<file path="src/rtl/load_store_unit.sv">
// load_store_unit: sequences byte/half/word loads and stores into a word-addressed data memory
module load_store_unit #(
    parameter int MEM_BYTES = 1024
) (
    input  logic        clk,
    input  logic        reset,
    input  logic        req_valid,
    output logic        req_ready,
    input  logic        req_write,
    input  logic [1:0]  req_size,
    input  logic        req_unsigned,
    input  logic [31:0] req_addr,
    input  logic [31:0] req_wdata,
    output logic        resp_valid,
    output logic [31:0] resp_rdata,
    output logic        resp_error,
    output logic [31:0] mem_address,
    output logic [31:0] mem_write_data,
    output logic        mem_write,
    output logic        mem_read,
    input  logic [31:0] mem_read_data
);
    localparam logic [2:0] IDLE   = 3'd0;
    localparam logic [2:0] LOAD   = 3'd1;
    localparam logic [2:0] ST_WR  = 3'd2;
    localparam logic [2:0] RMW_RD = 3'd3;
    localparam logic [2:0] RMW_WR = 3'd4;

    logic [2:0]  state;
    logic [31:0] lat_addr;
    logic [31:0] lat_wdata;
    logic [1:0]  lat_size;
    logic        lat_unsigned;
    logic [31:0] merge;
    logic        accept;
    logic        req_err;
    logic [4:0]  sh;
    logic [31:0] lane_mask;
    logic [31:0] merged;
    logic [31:0] shifted;
    logic [31:0] ext;

    assign req_ready = state == IDLE;
    assign accept    = req_valid & req_ready;

    // Memory-side controls come only from state and latched fields, never from req_*
    assign mem_read       = state == LOAD || state == RMW_RD;
    assign mem_write      = state == ST_WR || state == RMW_WR;
    assign mem_address    = state == IDLE ? 32'd0 : {lat_addr[31:2], 2'b00};
    assign mem_write_data = state == ST_WR ? lat_wdata : state == RMW_WR ? merged : 32'd0;

    // Request legality: illegal size, misalignment, or beyond the end of memory
    always_comb begin
        req_err = req_size == 2'b11 ||
                  (req_size == 2'b01 && req_addr[0]) ||
                  (req_size == 2'b10 && req_addr[1:0] != 2'b00) ||
                  req_addr >= 32'(MEM_BYTES);
    end

    // Lane shift/mask for the latched access; byte lane uses addr[1:0], half lane uses addr[1]
    always_comb begin
        sh        = lat_size == 2'b00 ? {lat_addr[1:0], 3'b000} : {lat_addr[1], 4'b0000};
        lane_mask = lat_size == 2'b00 ? 32'h0000_00FF << sh : 32'h0000_FFFF << sh;
        merged    = (merge & ~lane_mask) | ((lat_wdata << sh) & lane_mask);
        shifted   = mem_read_data >> sh;
        ext       = lat_size == 2'b10 ? mem_read_data :
                    lat_size == 2'b01 ? {{16{~lat_unsigned & shifted[15]}}, shifted[15:0]} :
                                        {{24{~lat_unsigned & shifted[7]}}, shifted[7:0]};
    end

    // Request FSM, field latches, merge register and registered response
    always_ff @(posedge clk or posedge reset) begin
        if (reset) begin
            state        <= IDLE;
            lat_addr     <= 32'd0;
            lat_wdata    <= 32'd0;
            lat_size     <= 2'b00;
            lat_unsigned <= 1'b0;
            merge        <= 32'd0;
            resp_valid   <= 1'b0;
            resp_rdata   <= 32'd0;
            resp_error   <= 1'b0;
        end else begin
            resp_valid <= 1'b0;
            case (state)
                IDLE: if (accept) begin
                    lat_addr     <= req_addr;
                    lat_wdata    <= req_wdata;
                    lat_size     <= req_size;
                    lat_unsigned <= req_unsigned;
                    if (req_err) begin
                        resp_valid <= 1'b1;
                        resp_error <= 1'b1;
                        resp_rdata <= 32'd0;
                    end else begin
                        state <= !req_write ? LOAD : req_size == 2'b10 ? ST_WR : RMW_RD;
                    end
                end
                LOAD: begin
                    resp_valid <= 1'b1;
                    resp_error <= 1'b0;
                    resp_rdata <= ext;
                    state      <= IDLE;
                end
                RMW_RD: begin
                    merge <= mem_read_data;
                    state <= RMW_WR;
                end
                ST_WR, RMW_WR: begin
                    resp_valid <= 1'b1;
                    resp_error <= 1'b0;
                    resp_rdata <= 32'd0;
                    state      <= IDLE;
                end
                default: state <= IDLE;
            endcase
        end
    end
endmodule

</file>
<file path="config.mk">
export PLATFORM = sky130hd
export DESIGN_NAME = load_store_unit
export DESIGN_NICKNAME = d
export VERILOG_FILES = /design/src/rtl/load_store_unit.sv
export SDC_FILE = /design/constraint.sdc
export NUM_CORES = 1
export LEC_CHECK = 0
export BUFFER_PORTS_ARGS = -buffer_cell sky130_fd_sc_hd__clkbuf_2
export CORE_ASPECT_RATIO = 2
export CORE_UTILIZATION = 40
export CTS_BUF_LIST = sky130_fd_sc_hd__clkbuf_4
export DETAILED_ROUTE_END_ITERATION = 8
export GPL_TIMING_DRIVEN = 0
export SLEW_MARGIN = 0
export SYNTH_ARGS = -nofsm -noshare
export SYNTH_HDL_FRONTEND = slang
export SYNTH_SLANG_ARGS = --single-unit
export TNS_END_PERCENT = 50
</file>
<file path="constraint.sdc">
create_clock -name clk -period 5.65 [get_ports clk]
set_input_delay 0.565 -clock clk [delete_from_list [all_inputs] [get_ports clk]]
set_output_delay 0.565 -clock clk [all_outputs]
set_load 0.02 [all_outputs]
</file>
# Word level (Yosys, flattened, before mapping)
# Index checks and enable logic that the tools add are counted.
dict set report totals {
  ff_bits 136
  output_inout_bits 101
  in_bits 103
}
dict set report op_classes {
  n_shift 4
  reduce_logical 18
  bitwise 8
  n_mux 21
  eq_ne 12
  order_cmp 1
}
# operator n
set op_table {}
lappend op_table {{$mux W32} 8}
lappend op_table {{$pmux W32 S3} 1}
lappend op_table {{$and A32 B32 Y32} 2}
lappend op_table {{$ge A32 B11 Y1 const B} 1}
lappend op_table {{$not A32 Y32} 1}
lappend op_table {{$or A32 B32 Y32} 1}
lappend op_table {{$shl A16 B5 Y32 const A} 1}
lappend op_table {{$shl A32 B5 Y32} 1}
lappend op_table {{$shl A8 B5 Y32 const A} 1}
lappend op_table {{$shr A32 B5 Y16} 1}
lappend op_table {{$eq A2 B2 Y1 const B} 3}
lappend op_table {{$eq A3 B2 Y1 const B} 2}
lappend op_table {{$mux W3} 2}
lappend op_table {{$pmux W3 S2} 1}
lappend op_table {{$reduce_and A3 Y1} 2}
lappend op_table {{$logic_or A1 B1 Y1} 5}
lappend op_table {{$mux W1} 5}
lappend op_table {{$eq A2 B1 Y1 const B} 2}
lappend op_table {{$mux W4} 1}
lappend op_table {{$ne A2 B1 Y1 const B} 2}
lappend op_table {{$pmux W1 S2} 2}
lappend op_table {{$reduce_and A2 Y1} 2}
lappend op_table {{$reduce_bool A2 Y1} 2}
lappend op_table {{$and A1 B1 Y1} 3}
lappend op_table {{other kinds (11)} 12}

# Longest topological paths before layout
# Gate-level depths: netlist of run 1.
dict set report depth {
  depth_word 9
  depth_mapped 7
}

# Worst setup path after synthesis of run 1
# OpenSTA, ideal clock, no wires.
dict set report synth_timing {
  path_kind {flip-flop to output port}
  from {register lat_size[0]}
  to {output port mem_write_data[10]}
  t_arrival_ns 1.971
  setup_slack_ns 3.114
  path_stages_with_launch 8
  n_path_buf 2
  required_ns 5.085
  cell_sequence {dfrtp_1 buf_2 or3b_2 buf_4 mux2i_1 nor2_1 a21oi_1 o21ai_0}
}
dict set report synth_via {
  elab_chain_cells 9
  elab_cells_between_ends 12
  cone_classes {shift: 3; mux: 4; bitwise: 4; reduce/logical: 1}
}
# item line_no
set synth_rtl {}
lappend synth_rtl {{start: declaration} 32} ;# logic [1:0] lat_size;
lappend synth_rtl {{start signal: assignment} 89} ;# lat_size <= req_size;
lappend synth_rtl {{$logic_not A2 Y1 *} {62, 63}}
lappend synth_rtl {{$mux W4} 62} ;# sh = lat_size == 2'b00 ? {lat_addr[1:0], 3'b000} : {lat_addr[1], 4'b0000};
lappend synth_rtl {{$shl A16 B5 Y32 or $shl A8 B5 Y32 (tied branches)} 63} ;# lane_mask = lat_size == 2'b00 ? 32'h0000_00FF << sh : 32'h0000_FFFF << sh;
lappend synth_rtl {{$mux W32} 63}
lappend synth_rtl {{$not A32 Y32} 64} ;# merged = (merge & ~lane_mask) | ((lat_wdata << sh) & lane_mask);
lappend synth_rtl {{$and A32 B32 Y32} 64}
lappend synth_rtl {{$or A32 B32 Y32 *} 64}
lappend synth_rtl {{$mux W32 * (2 in series)} 50} ;# assign mem_write_data = state == ST_WR ? lat_wdata : state == RMW_WR ? merged : 32'd0;
lappend synth_rtl {{end: declaration} 18} ;# output logic [31:0] mem_write_data,
# Mark *: on every way between the ends. The rest lies on a longest branch, timed or not.

# Worst setup path after layout of run 1
dict set report layout_timing {
  from {register state[2]}
  to {output port mem_write_data[22]}
}
dict set report layout_via {
  elab_chain_cells 3
  elab_cells_between_ends 4
  cone_classes {eq/ne: 2; mux: 2}
}
# item line_no
set layout_rtl {}
lappend layout_rtl {{start: declaration} 29} ;# logic [2:0] state;
lappend layout_rtl {{start signal: assignment} 96} ;# state <= !req_write ? LOAD : req_size == 2'b10 ? ST_WR : RMW_RD;
lappend layout_rtl {{$eq A3 B3 Y1} 50}
lappend layout_rtl {{$mux W32} 50}
lappend layout_rtl {{$mux W32 *} 50}
# Marked as above.

==> results of run 1 <==
-- where the power goes --
part / switching [W] / internal [W]
clock network: 0.000368 / 0.000531
logic: 0.000162 / 0.000132
registers: 0.0000445 / 0.00103
total: 0.000574 / 0.00169
-- worst max-delay path by stage --
stage          cells past startpoint  slack (ns)                  to     start
6_report                           6        2.02  mem_write_data[22]  state[2]
5_1_grt                            6        1.95  mem_write_data[22]  state[2]
2_1_floorplan                      1        1.45         lat_addr[0]     reset
4_1_cts                            6        2.06  mem_write_data[22]  state[2]
3_3_place_gp                       2       -0.06            merge[3]     reset
3_5_place_dp                       6        2.70  mem_write_data[22]  state[2]
-- synth_stat cells, drive strengths merged --
| master | instances |
|---|---|
| a21oi | 18 |
| or3b | 2 |
| o311ai | 1 |
| nand2b | 3 |
| a31o | 1 |
| o221ai | 7 |
| nor3 | 10 |
| a22o | 10 |
| nor3b | 2 |
| clkbuf | 18 |
| maj3 | 1 |
| or2 | 1 |
| nand3 | 2 |
| dfrtp | 136 |
| nor2b | 34 |
| mux2i | 17 |
| mux2 | 99 |
| a211o | 1 |
| nor2 | 42 |
| nand2 | 48 |
| a31oi | 7 |
| nand4 | 1 |
| a32o | 1 |
| o31ai | 1 |
| nor4 | 6 |
| and3 | 1 |
| and2 | 1 |
| xnor2 | 1 |
| o21ai | 35 |
| conb | 1 |
| inv | 13 |
| buf | 24 |
| o2bb2ai | 23 |
| o22ai | 7 |
| o211ai | 3 |
-- worst register-to-register path, cell delays in order, from the launching register on --
cell and delay [ns]:
dfrtp_1 0.37, clkbuf_1 0.22, nor3_1 0.63, and2_1 0.21, buf_2 0.20, buf_4 0.25
mux2_2 0.36
-- routing by layer --
metal	wire length (um)	vias to the layer above
met5	0	-
met4	922	0
met3	1029	38
met2	11200	200
met1	7000	2597
li1	-	2499
-- per-stage QoR --
stage          hold WS, ns  setup TNS, ns
5_1_grt             0.1554              0
4_1_cts             0.1428              0
3_3_place_gp        0.4681         -6.244
2_1_floorplan       0.4502              0
3_5_place_dp        0.4659              0
6_report            0.1972              0
-- registers in the layout (all words and copies together), names as in the netlist --
signal and cells:
lat_wdata 32, lat_addr 32, merge 32, lat_size 2, lat_unsigned 1, resp_valid 1, resp_error 1, state 3
resp_rdata 32
-- area by class of cell --
cell class	instances	area, um^2
fillers	1491	7611
plain buffers	42	221.5
clock inverters	14	276.5
well taps	201	251.5
multi-input cells	388	2860
clock buffers	18	135.1
inverters	13	53.80
diodes	1	2.502
flip-flops and latches	136	3403
repair buffers	203	1044
-- kinds of logic (layout without fill, tap and decap cells) --
kind of cell	after synthesis	after routing	share of synthesized area [%]
flip-flops	136	136	52.12
multiplexers	116	116	19.74
adder cells (fa/ha/maj)	1	1	0.1533
other	1	3	0.05743
buffers and inverters	55	290	4.139
AND/OR/NAND/NOR	153	153	11.46
AO/OA/AOI/OAI	115	115	12.21
XOR/XNOR	1	1	0.1341
-- repair_timing --
item,4_1_cts,5_1_grt
endpoints found under the setup margin,0,0
buffers inserted,0,0
hold endpoints to repair,23,0
hold buffers,1,0
==> results.yml, run 1 <==
run:
  maxCapViolations: 0
sta:
  finalCriticalPeriod_ns: 3.626
  grt_setup_unrepaired: "false"
  clock_skew_ns: 0.02118
  worst-slew-pin-transition_ns: 1.251
  final-max-slew-violation-count: 0
  setup_violations: 0
  layout_worst_path_cycle_share_pct: 64.17
  fmax_mhz: 275.8
  hold_viol_final: 0
  timing.final.ws_setup_ns: 2.024
  max_slew_margin_pct: 16.44
drt:
  wl_per_cell_um: 19.84
  drt_iter0_drc: 245
  ant_nets: 0
  drtPass1Iterations: 4
  dr_total_vias: 5334
  wirelength_um: 20160
  drc_errors: 0
  viasPerCell: 5.250
worst_setup_path:
  r2r_setup_slack_ns: 3.29
  crit_path_frequent_cell: "clkbuf_1"
  path_buf_inv: 3
  worstRegToRegCells: 6
  r2r_start: "state[2]"
  r2r_end: "lat_size[1]"
  arrival_ns: 3.06
  startpoint_type: "flop"
  critical_path.cell_chain: "clkbuf_1, nor3b_1, clkbuf_1, nand2_1, o21ai_0, clkbuf_2"
  end_kind: "primary output"
  crit_required_ns: 5.09
  crit_type: "reg2out"
  cpMaxStageDelayCell: "nor3b_1"
  slowest_delay_ns: 1.04
  critPathTopFamily: "simple AND/OR/NAND/NOR gates"
  worstPathMaxFanout: 10
pwr:
  p_leak_nw: 3.939
  ir_worst_vdd_mv: 0.1454
  power_w: 0.002269
  power_density_nw_per_um2: 275.1
yosys:
  synth_warnings: 0
  synth_top_area_cell: "dfrtp_1"
  avgSynthCellArea_um2: 11.30
  netlist_area_um2: 6530
  ys_seq_area_share_pct: 52.12
  synthDistinctLibCells: 44
  yosysTopAreaCellShare_pct: 52.12
  ys_ff_latch: 136
  syn_inst: 578
  yosys-top-cells-area: "dfrtp_1 (52%), mux2_2 (17%), nor2b_1 (3.3%)"
placement:
  dpl-instance-area_um2: 7824
  placed_cells: 982
  hpwl_um: 15910
  gp_congestion: 0.9776
  place_ws_ns: 2.696
  port_buffers: 201
cts:
  cts_max_level: 4
  clk_path_buf_depth: 2
  clk_pin_slew_ns: 0.12
  clk_root_buffer_cell: "clkbuf_4"
  cts_sinks: 136
  ctsResizeCount: 0
  clkLatencyLatePin_ns: 0.56
  cts_tree: "built"
  cts_buffers: 17
global_routing:
  grt.overflow.total: 0
  busiest_layer: "met2"
  grt_pass1_wl_um: 30910
  grt_max_degree: 93
  grt_use_total_pct: 24.73
  grtUsageMet1_pct: 25.01
  antenna_found_initial: 1
  met2_usage_pct: 45.75
  met3_usage_pct: 5.333
  grt_pass1_vias: 5663
floorplanning:
  placementRows: 65
  die_w_um: 92.35
  dieArea_um2: 16870
  die_h_um: 182.7
  core_region_area_um2: 15860
  start_util_pct: 41.18
  ios: 204
worst_hold_path:
  hp-start: "req_write"
  hold_end: "state[0]"
  min_path_type: "in2reg"
  holdPathStages: 2
cells_and_area:
  syn_to_final_growth_pct: 26.31
  finish.utilization_pct: 52.01
  layout_common_cells: "clkbuf_2 (201), dfrtp_1 (136), mux2_2 (99)"
  nets: 904
  final_cells: 1016
  drive_above_1_share_pct: 44.84
  final_area_um2: 8248
  layout_commonest_cell: "clkbuf_2"
status:
  status: "complete, no violations"
Power figures use the tool's default switching activity.
==> inputs of run 2 (changes only) <==
- clock period: 5.65 -> 3.4 ns (I/O delays scaled with it)
==> run 2 against run 1 <==
Effect of this change:
- die area is the same
- core utilization grew 0.57 points
- total power grew 52%
- critical endpoint is now mem_write_data[25]
- highest routed layer unchanged
==> results.yml, run 2 (synthesis results as in run 1) <==
sta:
  final-max-slew-violation-count: 0
  clock_skew_ns: 0.02557
  worst-slew-pin-transition_ns: 0.8675
  layout_worst_path_cycle_share_pct: 90.15
  setup_tns_ns: 0
  fmax_mhz: 326.3
  timing.final.ws_setup_ns: 0.3351
  finalCriticalPeriod_ns: 3.065
  setup_violations: 0
  hold_viol_final: 0
  grt_setup_unrepaired: "false"
  max_slew_margin_pct: 41.72
worst_setup_path:
  worstRegToRegCells: 6
  startpoint_type: "flop"
  critical_path.cell_chain: "buf_2, or3b_2, buf_4, mux2i_1, nor2_1, a21oi_1, o21ai_0, clkbuf_2"
  r2r_start: "state[2]"
  slowest_delay_ns: 0.47
  endpoint: "mem_write_data[25]"
  crit_type: "reg2out"
  crit_required_ns: 3.06
  arrival_ns: 2.72
  r2r_setup_slack_ns: 0.93
  cpMaxStageDelayCell: "or3b_2"
  worstPathMaxFanout: 10
  r2r_end: "lat_wdata[15]"
  end_kind: "primary output"
  setup.worst_path.start: "lat_size[0]"
drt:
  drt_iter0_drc: 237
  viasPerCell: 5.250
  drc_errors: 0
  drtPass1Iterations: 4
  wl_per_cell_um: 19.46
  ant_nets: 0
  dr_total_vias: 5428
  wirelength_um: 20120
global_routing:
  grtUsageMet1_pct: 24.37
  grt.overflow.total: 0
  grt_pass1_vias: 5801
  antenna_found_initial: 2
  grt_use_total_pct: 24.68
  grt_max_degree: 41
  grt_pass1_wl_um: 31160
  met2_usage_pct: 46.49
  met3_usage_pct: 4.417
  busiest_layer: "met2"
status:
  status: "complete, no violations"
cells_and_area:
  layout_commonest_cell: "clkbuf_2"
  nets: 921
  syn_to_final_growth_pct: 27.69
  layout_common_cells: "clkbuf_2 (201), dfrtp_1 (136), mux2_2 (99)"
  finish.utilization_pct: 52.58
  nFillCells: 1470
  drive_above_1_share_pct: 44.52
cts:
  cts_sinks: 136
  cts_tree: "built"
  clk_root_buffer_cell: "clkbuf_4"
  cts_max_level: 4
  cts_setup_buffers: 0
  clkLatencyLatePin_ns: 0.53
  clk_pin_slew_ns: 0.13
  clk_path_buf_depth: 2
  cts_buffers: 17
pwr:
  ir_worst_vdd_mv: 0.1893
  power_w: 0.003455
  power_density_nw_per_um2: 414.4
  p_leak_nw: 3.970
placement:
  gp_congestion: 0.9540
  place_ws_ns: 0.6557
  port_buffers: 201
  hpwl_um: 16220
floorplanning:
  ios: 204
  start_util_pct: 41.18
  die_h_um: 182.7
  dieArea_um2: 16870
  core_region_area_um2: 15860
  placementRows: 65
  die_w_um: 92.35
worst_hold_path:
  min_path_type: "in2reg"
run:
  maxCapViolations: 0
==> run 2: cell count changes in the layout (fill, tap and decap cells not counted), moves of 2 or more <==
cell	delta
dlygate4sd3_1	+15
bufinv_16	-5
buf_12	+3
clkinv_1	-2
clkinv_4	+2
clkinvlp_4	+2
inv_6	+2
==> run 2: worst min path at each step <==
stage                       start            end  slack (ns)  depth (start not counted)
finish                req_addr[7]    lat_addr[7]        0.04                          2
global route        req_wdata[31]  lat_wdata[31]      0.0002                          2
CTS                   req_addr[7]    lat_addr[7]     0.00008                          2
detailed placement     resp_error     resp_error        0.47                          2
global placement         merge[0]       merge[0]        0.47                          2
floorplan             req_size[1]       state[0]        0.43                          1
==> run 2: power breakdown <==
| part | internal, W | switching (W) |
|---|---|---|
| Combinational | 0.000234 | 0.000271 |
| Sequential | 0.00171 | 0.0000734 |
| Clock | 0.000535 | 0.000626 |
==> run 2: cell type report <==
type	instances	area (um^2)	area share [%]
Clock inverter	13	170.2	2.041
Buffer	42	221.5	2.656
Inverter	13	52.55	0.6303
Multi-Input combinational cell	388	2865	34.36
Antenna cell	2	5.005	0.06002
Timing Repair Buffer	220	1226	14.71
Tap cell	201	251.5	3.016
Sequential cell	136	3403	40.82
Clock buffer	19	142.6	1.711
==> run 2: per-layer routing <==
layer | part of all wire [%] | vias to the layer above
li1 | - | 2530
met5 | 0 | -
met4 | 5.2 | 0
met3 | 4.5 | 48
met1 | 34 | 2664
met2 | 56 | 186
==> run 2: what timing repair did <==
action                                  in CTS  in global routing
gates resized for setup                      0                  1
hold buffers                                 9                  7
endpoints found under the setup margin       0                 19
endpoints found under the hold margin       40                  7
==> run 2: metrics by stage <==
stage | instance area, um^2 | hold WS (ns) | std cells
4_1_cts | 8258 | 0.00007810 | 1025
6_report | 8338 | 0.04442 | 1034
3_3_place_gp | 7795 | 0.4681 | 981
2_1_floorplan | 6538 | 0.4329 | 579
5_1_grt | 8338 | 0.0001512 | 1034
3_5_place_dp | 7855 | 0.4709 | 984
==> run 2: worst max-delay path: cells and delay by family, from the launching register on <==
kind	cells	cell delay, ns
flip-flops	1	0.43
multiplexers	1	0.15
AND/OR/NAND/NOR	2	0.74
AO/OA/AOI/OAI	2	0.29
buffers and inverters	3	0.60
==> inputs of run 3 (changes only) <==
- ABC_AREA: unset -> 1
==> run 3 against run 2 <==
Effect of this change:
- sequential power decreased by 3%
- worst hold slack worse by 0.0058 ns
- maximum frequency is 5.5% higher
- first-iteration DRC count up 49%
- wire length up 16%
- synthesized area up 5.7%
- core utilization grew 1.4 points
- combinational power rose by 6.1%
- non-clock buffer count is 48 higher
- via count is 27% higher
==> results.yml, run 3 <==
pwr:
  p_leak_nw: 5.053
  power_density_nw_per_um2: 359.5
  ir_worst_vdd_mv: 0.2433
global_routing:
  grt_use_total_pct: 27.66
  grt.overflow.total: 0
  antenna_found_initial: 1
  grt_pass1_wl_um: 36330
  grt_pass1_vias: 7001
  grt_max_degree: 42
yosys:
  synth_top_cells_by_count: "nand2_1 (292), dfrtp_1 (136), o21ai_0 (136)"
  synth_xor_area_share_pct: 0
  synth_compound_area_share_pct: 14.83
  synth_top_family_by_area: "simple AND/OR/NAND/NOR gates"
  synth_top_area_cell: "dfrtp_1"
  postSynth.asyncResetShare_pct: 100.0
  yosys-top-cells-area: "dfrtp_1 (49%), nand2_1 (16%), o21ai_0 (9.9%)"
  muxShareOfSynthArea_pct: 0
  avgSynthCellArea_um2: 7.607
  ys.flop_type: "dfrtp_1"
  ys_ff_latch: 136
  yosysMostFrequentCell: "nand2_1"
  netlist_area_um2: 6899
  synth_warnings: 0
  synth_simple_gate_area_share_pct: 26.06
  yosysTopAreaCellShare_pct: 49.33
  ys_seq_area_share_pct: 49.33
  synthDistinctLibCells: 28
  synth_edf_count: 0
  syn_inst: 907
  synthAdderAreaFrac_pct: 0
cells_and_area:
  syn_to_final_growth_pct: 31.77
  drive_above_1_share_pct: 25.08
  nets: 1294
  nFillCells: 1695
  layout_common_cells: "nand2_1 (292), clkbuf_2 (203), o21ai_0 (136), dfrtp_1 (136), inv_1 (105)"
  layout_commonest_cell: "nand2_1"
worst_setup_path:
  end_kind: "primary output"
  crit_type: "reg2out"
  worstPathMaxFanout: 10
  startpoint_type: "flop"
  arrival_ns: 2.57
  crit_required_ns: 3.06
  r2r_end: "resp_rdata[14]"
  worstRegToRegCells: 7
  r2r_setup_slack_ns: 1.48
  r2r_start: "state[2]"
drt:
  ant_nets: 0
  wl_per_cell_um: 16.56
  wirelength_um: 23390
  viasPerCell: 4.890
  drc_errors: 0
  dr_total_vias: 6904
  drtPass1Iterations: 5
  drt_iter0_drc: 352
placement:
  hpwl_um: 18480
  port_buffers: 201
  gp_congestion: 0.9248
cts:
  clk_root_buffer_cell: "clkbuf_4"
  cts_setup_buffers: 0
  cts_hold_buf: 60
  clkLatencyLatePin_ns: 0.55
  cts_tree: "built"
  clk_pin_slew_ns: 0.13
  ctsResizeCount: 0
  cts_max_level: 4
  cts_sinks: 136
  clk_path_buf_depth: 2
  cts_buffers: 17
floorplanning:
  dieArea_um2: 17810
  core_region_area_um2: 16850
  die_w_um: 94.87
  start_util_pct: 40.94
  die_h_um: 187.7
  ios: 204
  placementRows: 67
sta:
  grt_setup_unrepaired: "false"
  max_slew_margin_pct: 47.38
  layout_worst_path_cycle_share_pct: 85.45
  fmax_mhz: 344.2
  clock_skew_ns: 0.01677
  setup_violations: 0
  final-max-slew-violation-count: 0
  worst-slew-pin-transition_ns: 0.7876
  hold_viol_final: 0
  finalCriticalPeriod_ns: 2.905
  holdWs_ns: 0.03864
  setup_tns_ns: 0
worst_hold_path:
  hp-start: "req_addr[22]"
  min_path_type: "in2reg"
  holdPathStages: 3
  hold_end: "lat_addr[22]"
status:
  status: "complete, no violations"
run:
  maxCapViolations: 0
==> run 3: changes by cell type after synthesis, moves of 7 or more <==
cell / change
a21oi_1: +17
a22o_1: -10
inv_1: +93
inv_2: +7
mux2_2: -99
mux2i_1: -16
nand2_1: +245
nand3_1: +30
nand3_2: +13
nor2_1: +9
nor2b_1: -34
o21ai_0: +107
o221ai_1: -7
o2bb2ai_1: -23
==> run 3: through the flow <==
stage,instances,instance area (um^2),setup slack [ns],utilization (%),total power (W)
5_1_grt,1412,9091,0.3453,53.95,0.003431
6_report,1412,9091,0.4947,53.95,0.003269
3_3_place_gp,1316,8172,0.4387,48.50,0.002229
2_1_floorplan,908,6907,1.367,-,0.002046
3_5_place_dp,1319,8232,1.131,48.85,0.002243
4_1_cts,1411,9089,0.4777,53.94,0.003302
==> run 3: cell families after synthesis <==
kind of cell	after synthesis
other	1
flip-flops	136
AO/OA/AOI/OAI	198
AND/OR/NAND/NOR	413
buffers and inverters	159
==> run 3: how the worst max path moves through the flow <==
| stage | start | to | slack (ns) | cells past startpoint |
|---|---|---|---|---|
| 2_1_floorplan | reset | lat_addr[0] | 1.37 | 1 |
| 3_3_place_gp | reset | lat_addr[9] | 0.44 | 2 |
| 3_5_place_dp | state[2] | mem_write_data[23] | 1.13 | 5 |
| 4_1_cts | state[2] | mem_write_data[23] | 0.48 | 5 |
| 5_1_grt | state[2] | mem_write_data[22] | 0.35 | 5 |
| 6_report | state[2] | mem_write_data[22] | 0.49 | 5 |
==> run 3: layout make-up <==
| class | count | area (um^2) | share of cell area [%] |
|---|---|---|---|
| clock buffers | 17 | 127.6 | 1.404 |
| flip-flops and latches | 136 | 3403 | 37.43 |
| repair buffers | 264 | 1667 | 18.33 |
| multi-input cells | 613 | 2829 | 31.12 |
| well taps | 207 | 259.0 | 2.849 |
| clock inverters | 15 | 128.9 | 1.418 |
| inverters | 113 | 427.9 | 4.707 |
| plain buffers | 46 | 246.5 | 2.711 |
| diodes | 1 | 2.502 | 0.02753 |
==> run 3: report_power, final <==
group	internal, W	switching (W)
Combinational	0.000201	0.000336
Clock	0.000361	0.000641
Sequential	0.00169	0.0000417
==> run 3: layer usage <==
metal	GRT usage (%)	up-vias	part of all wire (%)
li1	-	3434	-
met2	51.08	221	55
met3	4.380	47	4.3
met1	29.34	3202	36
met5	0	-	0
met4	13.52	0	4.2
==> run 3: critical path, cell delays in order, from the launching register on <==
cell and delay (ns):
dfrtp_1 0.56, nor3_4 0.53, clkbuf_1 0.44, nand2_1 0.15, o21ai_1 0.13, clkbuf_2 0.19
